**config.mk**
```make
export PLATFORM = sky130hd
export DESIGN_NAME = mac_result_unpack_acc
export DESIGN_NICKNAME = d
export VERILOG_FILES = /design/src/rtl/mac_result_unpack_acc.sv
export SDC_FILE = /design/constraint.sdc
export NUM_CORES = 1
export LEC_CHECK = 0
export CAP_MARGIN = 20
export CORE_MARGIN = 4
export CORE_UTILIZATION = 50
export DETAILED_ROUTE_END_ITERATION = 10
export HOLD_SLACK_MARGIN = 0.06
export PLACE_DENSITY = 0.69
export RECOVER_POWER = 50
export SYNTH_ARGS = -nofsm -noshare
export SYNTH_HDL_FRONTEND = slang
export SYNTH_SLANG_ARGS = --single-unit
```
**constraint.sdc**
```tcl
create_clock -name clk -period 3.55 [get_ports clk]
set_input_delay 0.355 -clock clk [delete_from_list [all_inputs] [get_ports clk]]
set_output_delay 0.355 -clock clk [all_outputs]
set_load 0.005 [all_outputs]
```
**src/rtl/mac_result_unpack_acc.sv**
```systemverilog
// Unpacks a 16-bit packed product word (1x16, 2x8 or 4x4 lanes), accumulates
// each active lane over a configurable number of beats, then drains the lane
// results one at a time over a valid/ready output.
module mac_result_unpack_acc #(
  parameter int ACC_W = 24,
  parameter int LEN_W = 8
) (
  input  logic             clk,
  input  logic             reset,
  input  logic             start,
  input  logic [1:0]       cfg_mode,
  input  logic             cfg_signed,
  input  logic [LEN_W-1:0] cfg_len,
  input  logic             in_valid,
  output logic             in_ready,
  input  logic [15:0]      in_data,
  output logic             out_valid,
  input  logic             out_ready,
  output logic [ACC_W-1:0] out_data,
  output logic [1:0]       out_lane,
  output logic             out_last,
  output logic             busy,
  output logic             done,
  output logic             ovf
);

  typedef enum logic [1:0] {
    S_IDLE  = 2'd0,
    S_ACC   = 2'd1,
    S_DRAIN = 2'd2
  } state_t;

  state_t             r_state;
  state_t             w_state_nxt;

  logic [1:0]         r_mode;
  logic               r_signed;
  logic [LEN_W-1:0]   r_cnt;
  logic [ACC_W-1:0]   r_acc [4];
  logic               r_ovf;
  logic [1:0]         r_lane;
  logic               r_done;

  logic [1:0]         w_last_lane;
  logic [3:0]         w_act;
  logic [3:0]         w_lovf;
  logic [ACC_W-1:0]   w_add [4];
  logic [ACC_W-1:0]   w_sum [4];
  logic               w_beat;
  logic               w_xfer;
  logic               w_last_xfer;

  // Pull one lane field out of the packed word and extend it to ACC_W.
  // Mode 3 falls into the default and behaves like mode 0.
  function automatic logic [ACC_W-1:0] lane_ext(
    input logic [15:0] raw,
    input logic [1:0]  mode,
    input logic        sgn,
    input logic [1:0]  lane
  );
    logic [7:0] b8;
    logic [3:0] b4;
    logic [ACC_W-1:0] v;
    b8 = lane[0] ? raw[15:8] : raw[7:0];
    case (lane)
      2'd0:    b4 = raw[3:0];
      2'd1:    b4 = raw[7:4];
      2'd2:    b4 = raw[11:8];
      default: b4 = raw[15:12];
    endcase
    case (mode)
      2'd1:    v = sgn ? ACC_W'($signed(b8)) : ACC_W'(b8);
      2'd2:    v = sgn ? ACC_W'($signed(b4)) : ACC_W'(b4);
      default: v = sgn ? ACC_W'($signed(raw)) : ACC_W'(raw);
    endcase
    return v;
  endfunction

  // Carry-out for unsigned lanes, two's-complement overflow for signed lanes.
  function automatic logic add_ovf(
    input logic [ACC_W-1:0] a,
    input logic [ACC_W-1:0] b,
    input logic             sgn
  );
    logic [ACC_W:0] s;
    logic           o;
    s = {1'b0, a} + {1'b0, b};
    if (sgn) o = (a[ACC_W-1] == b[ACC_W-1]) && (s[ACC_W-1] != a[ACC_W-1]);
    else     o = s[ACC_W];
    return o;
  endfunction

  // Index of the final active lane for the latched mode (1, 2 or 4 lanes).
  assign w_last_lane = (r_mode == 2'd1) ? 2'd1 :
                       (r_mode == 2'd2) ? 2'd3 : 2'd0;

  // Per-lane addend, wrapped sum and overflow for the current input word.
  always_comb begin
    for (int l = 0; l < 4; l++) begin
      w_act[l]  = (2'(l) <= w_last_lane);
      w_add[l]  = lane_ext(in_data, r_mode, r_signed, 2'(l));
      w_sum[l]  = r_acc[l] + w_add[l];
      w_lovf[l] = w_act[l] && add_ovf(r_acc[l], w_add[l], r_signed);
    end
  end

  // State register.
  always_ff @(posedge clk) begin
    if (!reset) r_state <= S_IDLE;
    else        r_state <= w_state_nxt;
  end

  // Next-state decode and handshake outputs.
  always_comb begin
    w_state_nxt = r_state;
    w_beat      = 1'b0;
    w_xfer      = 1'b0;
    w_last_xfer = 1'b0;
    in_ready    = 1'b0;
    out_valid   = 1'b0;
    out_lane    = 2'd0;
    out_last    = 1'b0;
    out_data    = '0;
    case (r_state)
      S_IDLE: begin
        if (start) w_state_nxt = S_ACC;
      end
      S_ACC: begin
        in_ready = 1'b1;
        if (in_valid) begin
          w_beat = 1'b1;
          if (r_cnt == LEN_W'(1)) w_state_nxt = S_DRAIN;
        end
      end
      S_DRAIN: begin
        out_valid = 1'b1;
        out_lane  = r_lane;
        out_last  = (r_lane == w_last_lane);
        out_data  = r_acc[r_lane];
        if (out_ready) begin
          w_xfer = 1'b1;
          if (r_lane == w_last_lane) begin
            w_last_xfer = 1'b1;
            w_state_nxt = S_IDLE;
          end
        end
      end
      default: w_state_nxt = S_IDLE;
    endcase
  end

  // Job configuration, beat counter, accumulators, overflow and drain lane.
  always_ff @(posedge clk) begin
    if (!reset) begin
      r_mode   <= 2'd0;
      r_signed <= 1'b0;
      r_cnt    <= '0;
      r_ovf    <= 1'b0;
      r_lane   <= 2'd0;
      r_done   <= 1'b0;
      for (int l = 0; l < 4; l++) r_acc[l] <= '0;
    end else begin
      r_done <= w_last_xfer;
      if (r_state == S_IDLE && start) begin
        r_mode   <= cfg_mode;
        r_signed <= cfg_signed;
        r_cnt    <= cfg_len;
        r_ovf    <= 1'b0;
        r_lane   <= 2'd0;
        for (int l = 0; l < 4; l++) r_acc[l] <= '0;
      end else if (w_beat) begin
        r_cnt  <= r_cnt - LEN_W'(1);
        r_lane <= 2'd0;
        if (|w_lovf) r_ovf <= 1'b1;
        for (int l = 0; l < 4; l++) begin
          if (w_act[l]) r_acc[l] <= w_sum[l];
        end
      end else if (w_xfer) begin
        r_lane <= w_last_xfer ? 2'd0 : r_lane + 2'd1;
      end
    end
  end

  assign busy = (r_state != S_IDLE);
  assign done = r_done;
  assign ovf  = r_ovf;

endmodule

```
==> impl_metrics.json <==
{
  "core_area_sq_um": 19600,
  "ir_drop_v": 0.000330,
  "rr_worst_depth": 16,
  "cap_viol_max_count": 0,
  "synth_cell_types": 64,
  "rows": 51,
  "synthTopCellsByArea": "edfxtp_1 (22%), ha_1 (13%), dfxtp_1 (8.6%), a21oi_1 (5.8%), mux4_2 (5.4%)",
  "regToRegEndpoint": "ovf",
  "crit_end": "ovf",
  "placed_cell_area_sq_um": 12300,
  "r2r-start": "r_mode[0]",
  "crit_type": "reg -> reg",
  "synth_top_area_share_pct": 21.5,
  "synthesis.nets": 1299,
  "yosysMostFrequentCell": "nor2_1",
  "routed_wl_um": 32600,
  "violations": "setup timing",
  "initial_utilization_pct": 51.2,
  "hold-worst-slack_ps": 483,
  "fmax_mhz": 278,
  "multi_input_area_sq_um": 7280,
  "start_kind": "flop",
  "crit_path_end_kind": "flop",
  "fill_cells": 1518,
  "gp_congestion": 0.940,
  "drt_iter0_markers": 977,
  "ys.flop_type": "edfxtp_1",
  "cts_root_buf": "clkbuf_16",
  "hold_violations": 0,
  "dieWidth_um": 150,
  "max-slew-margin-rel_pct": 36.5,
  "grt_use_total_pct": 28.0,
  "tightest_slew_ps": 952,
  "first_pass_iters": 5,
  "rsz0062_at_grt": "true",
  "cp_data_arrival_time_ps": 3950,
  "num_io_pins": 64,
  "drc_errors": 0,
  "gr-total-overflow": 0,
  "setup_slack_ps": -45.7,
  "grt_max_degree": 40,
  "drv_slew": 0,
  "status": "finished with violations",
  "finalCritPeriodShare_pct": 101,
  "wl_per_cell_um": 19.2,
  "port_buffers": 63,
  "post_drt_via_cell_ratio": 5.90,
  "p_per_area_nw_per_um2": 393,
  "path_cells": "inv_2 -> ha_4 -> buf_12 -> nor2b_4 -> a21oi_2 -> inv_2 -> fa_2 -> nor2b_2 -> o211ai_1 -> a2111oi_4 -> nor3_2 -> nor3_2 -> nor2_1 -> o32a_1 -> a32o_1 -> a31oi_1",
  "grt_pass1_wl_um": 48700,
  "fin_area_sq_um": 13700,
  "first_global_vias": 9496,
  "hpwl_um": 23800,
  "postRouteAntennaNets": 0,
  "cts_sinks": 115,
  "crit_slowest_cell": "a2111oi_4",
  "layout-drive-gt1-share_pct": 27.2,
  "synth.largest_area_cell": "edfxtp_1",
  "tritoncts": "yes",
  "postSynth.asyncResetShare_pct": 0,
  "skew_ps": 11.2,
  "worstSetupStartpoint": "r_mode[0]",
  "hp-class": "reg -> reg",
  "syn_inst": 1162,
  "antennaDiodeCount": 0,
  "die_y_um": 150,
  "r2r_slack_ps": -50,
  "leakage_nw": 5.97,
  "ys_ff_latch": 115,
  "worst_ep_required_time_ps": 3910,
  "finalNetCount": 1560,
  "clk_pin_slew_ps": 60,
  "synthTopCellsByCount": "nor2_1 (139), a21oi_1 (117), nand2_1 (106)",
  "regArea_sq_um": 3030,
  "clockBufferDepth": 2,
  "ys_warn_count": 0,
  "vias": 10031,
  "synth_edf_count": 72,
  "dieArea_sq_um": 22400,
  "setup_viol": 3,
  "syn2layout_area_growth_pct": 36.4,
  "netlist_area_sq_um": 10000,
  "htree_levels": 4,
  "clock_latency_ps": 430,
  "syn-mean-instance-area_sq_um": 8.64,
  "period_needed_ps": 3600,
  "crit_fanout": 15,
  "cpPeakStageDelay_ps": 470,
  "yosysSeqAreaShare_pct": 30.1,
  "antenna_found_initial": 0,
  "cts_buffers": 17
}
-- final cells by class --
cell class,count,area share [%]
timing repair buffer,275,16.6
clock buffer,18,3.29
inverter,49,1.34
multi-input combinational,965,53.2
clock inverter,14,1.07
tap,265,2.42
sequential,115,22.1
-- layout by cell type (no fill, tap or decap), types with 7 or more instances in the layout --
cell type / instances
o21ai_0: 40
o21a_1: 14
nand2_1: 105
a211oi_1: 7
mux4_2: 24
a22o_1: 8
and2_1: 34
buf_4: 204
nor3_1: 20
edfxtp_1: 72
and3_1: 12
dfxtp_1: 40
o21ai_2: 11
a21o_1: 35
nand3_1: 37
o211a_1: 7
nand2b_1: 15
a21oi_1: 87
a21oi_2: 27
nor3_2: 7
xnor2_1: 42
nor2b_2: 8
ha_1: 88
xor2_1: 29
ha_2: 7
clkdlybuf4s50_1: 62
nor2b_1: 21
inv_1: 46
clkbuf_16: 18
o21ai_1: 15
nor2_1: 137
-- report_power, final --
part           internal (mW)  switching, mW  total [mW]
sequential              1.51         0.0734        1.58
combinational          0.954           1.06        2.01
clock                   1.08          0.707        1.79
total                   3.54           1.84        5.38
-- per-stage QoR --
stage	TNS [ps]	cells	utilization [%]	setup WS (ps)	power, mW
3_5_place_dp	-4120	1646	63.0	-348	3.36
5_1_grt	-1900	1701	69.9	-216	5.64
2_1_floorplan	0	1162	-	4.34	2.69
6_report	-121	1701	69.9	-45.7	5.38
3_3_place_gp	-2580	1646	63.0	-275	3.32
4_1_cts	0	1683	66.9	1.83	5.18
-- cells by family after synthesis --
family | synth area share, %
AO/OA/AOI/OAI | 20.9
flip-flops | 30.1
XOR/XNOR | 6.54
multiplexers | 5.48
AND/OR/NAND/NOR | 20.5
buffers and inverters | 3.07
adder cells (fa/ha/maj) | 13.4
-- layer usage --
metal	up-vias	share of wire, %	GRT usage [%]
li1	4775	-	-
met1	4792	43	38.6
met2	416	47	45.6
met3	48	8.2	4.94
met4	0	1.7	7.91
met5	-	0	0
-- worst min path at each step --
| stage | from | to | slack (ps) | cells after the start |
|---|---|---|---|---|
| finish | r_acc[2][0] | r_acc[2][0] | 480 | 2 |
| global route | cfg_mode[1] | r_mode[1] | 490 | 3 |
| CTS | r_acc[2][0] | r_acc[2][0] | 480 | 2 |
| detailed placement | r_acc[2][0] | r_acc[2][0] | 470 | 2 |
| global placement | r_acc[2][0] | r_acc[2][0] | 470 | 2 |
| floorplan | r_acc[2][0] | r_acc[2][0] | 450 | 2 |
-- flip-flops by register name (all words and copies together), names as in the netlist, named ones only --
signal	cells
done	1
r_cnt	8
r_lane	2
r_signed	1
ovf	1
r_acc	96
r_state	2
r_mode	2
-- worst max-delay path: cells and delay by family, from the launching register on --
kind / cells / cell delay [ps]
buffers and inverters: 3 / 290
and+or+nand+nor: 5 / 830
AOI/OAI and AO/OA: 6 / 1380
DFF: 1 / 360
adders and majority gates: 2 / 650
-- repair_timing --
item	CTS	global route
setup buffers	5	18
resized for setup	29	104
endpoints found under the setup margin	27	37
hold buffers	0	0
pin swaps	13	58
endpoints found under the hold margin	0	0
Note: power is estimated with default switching activity, not from simulation.
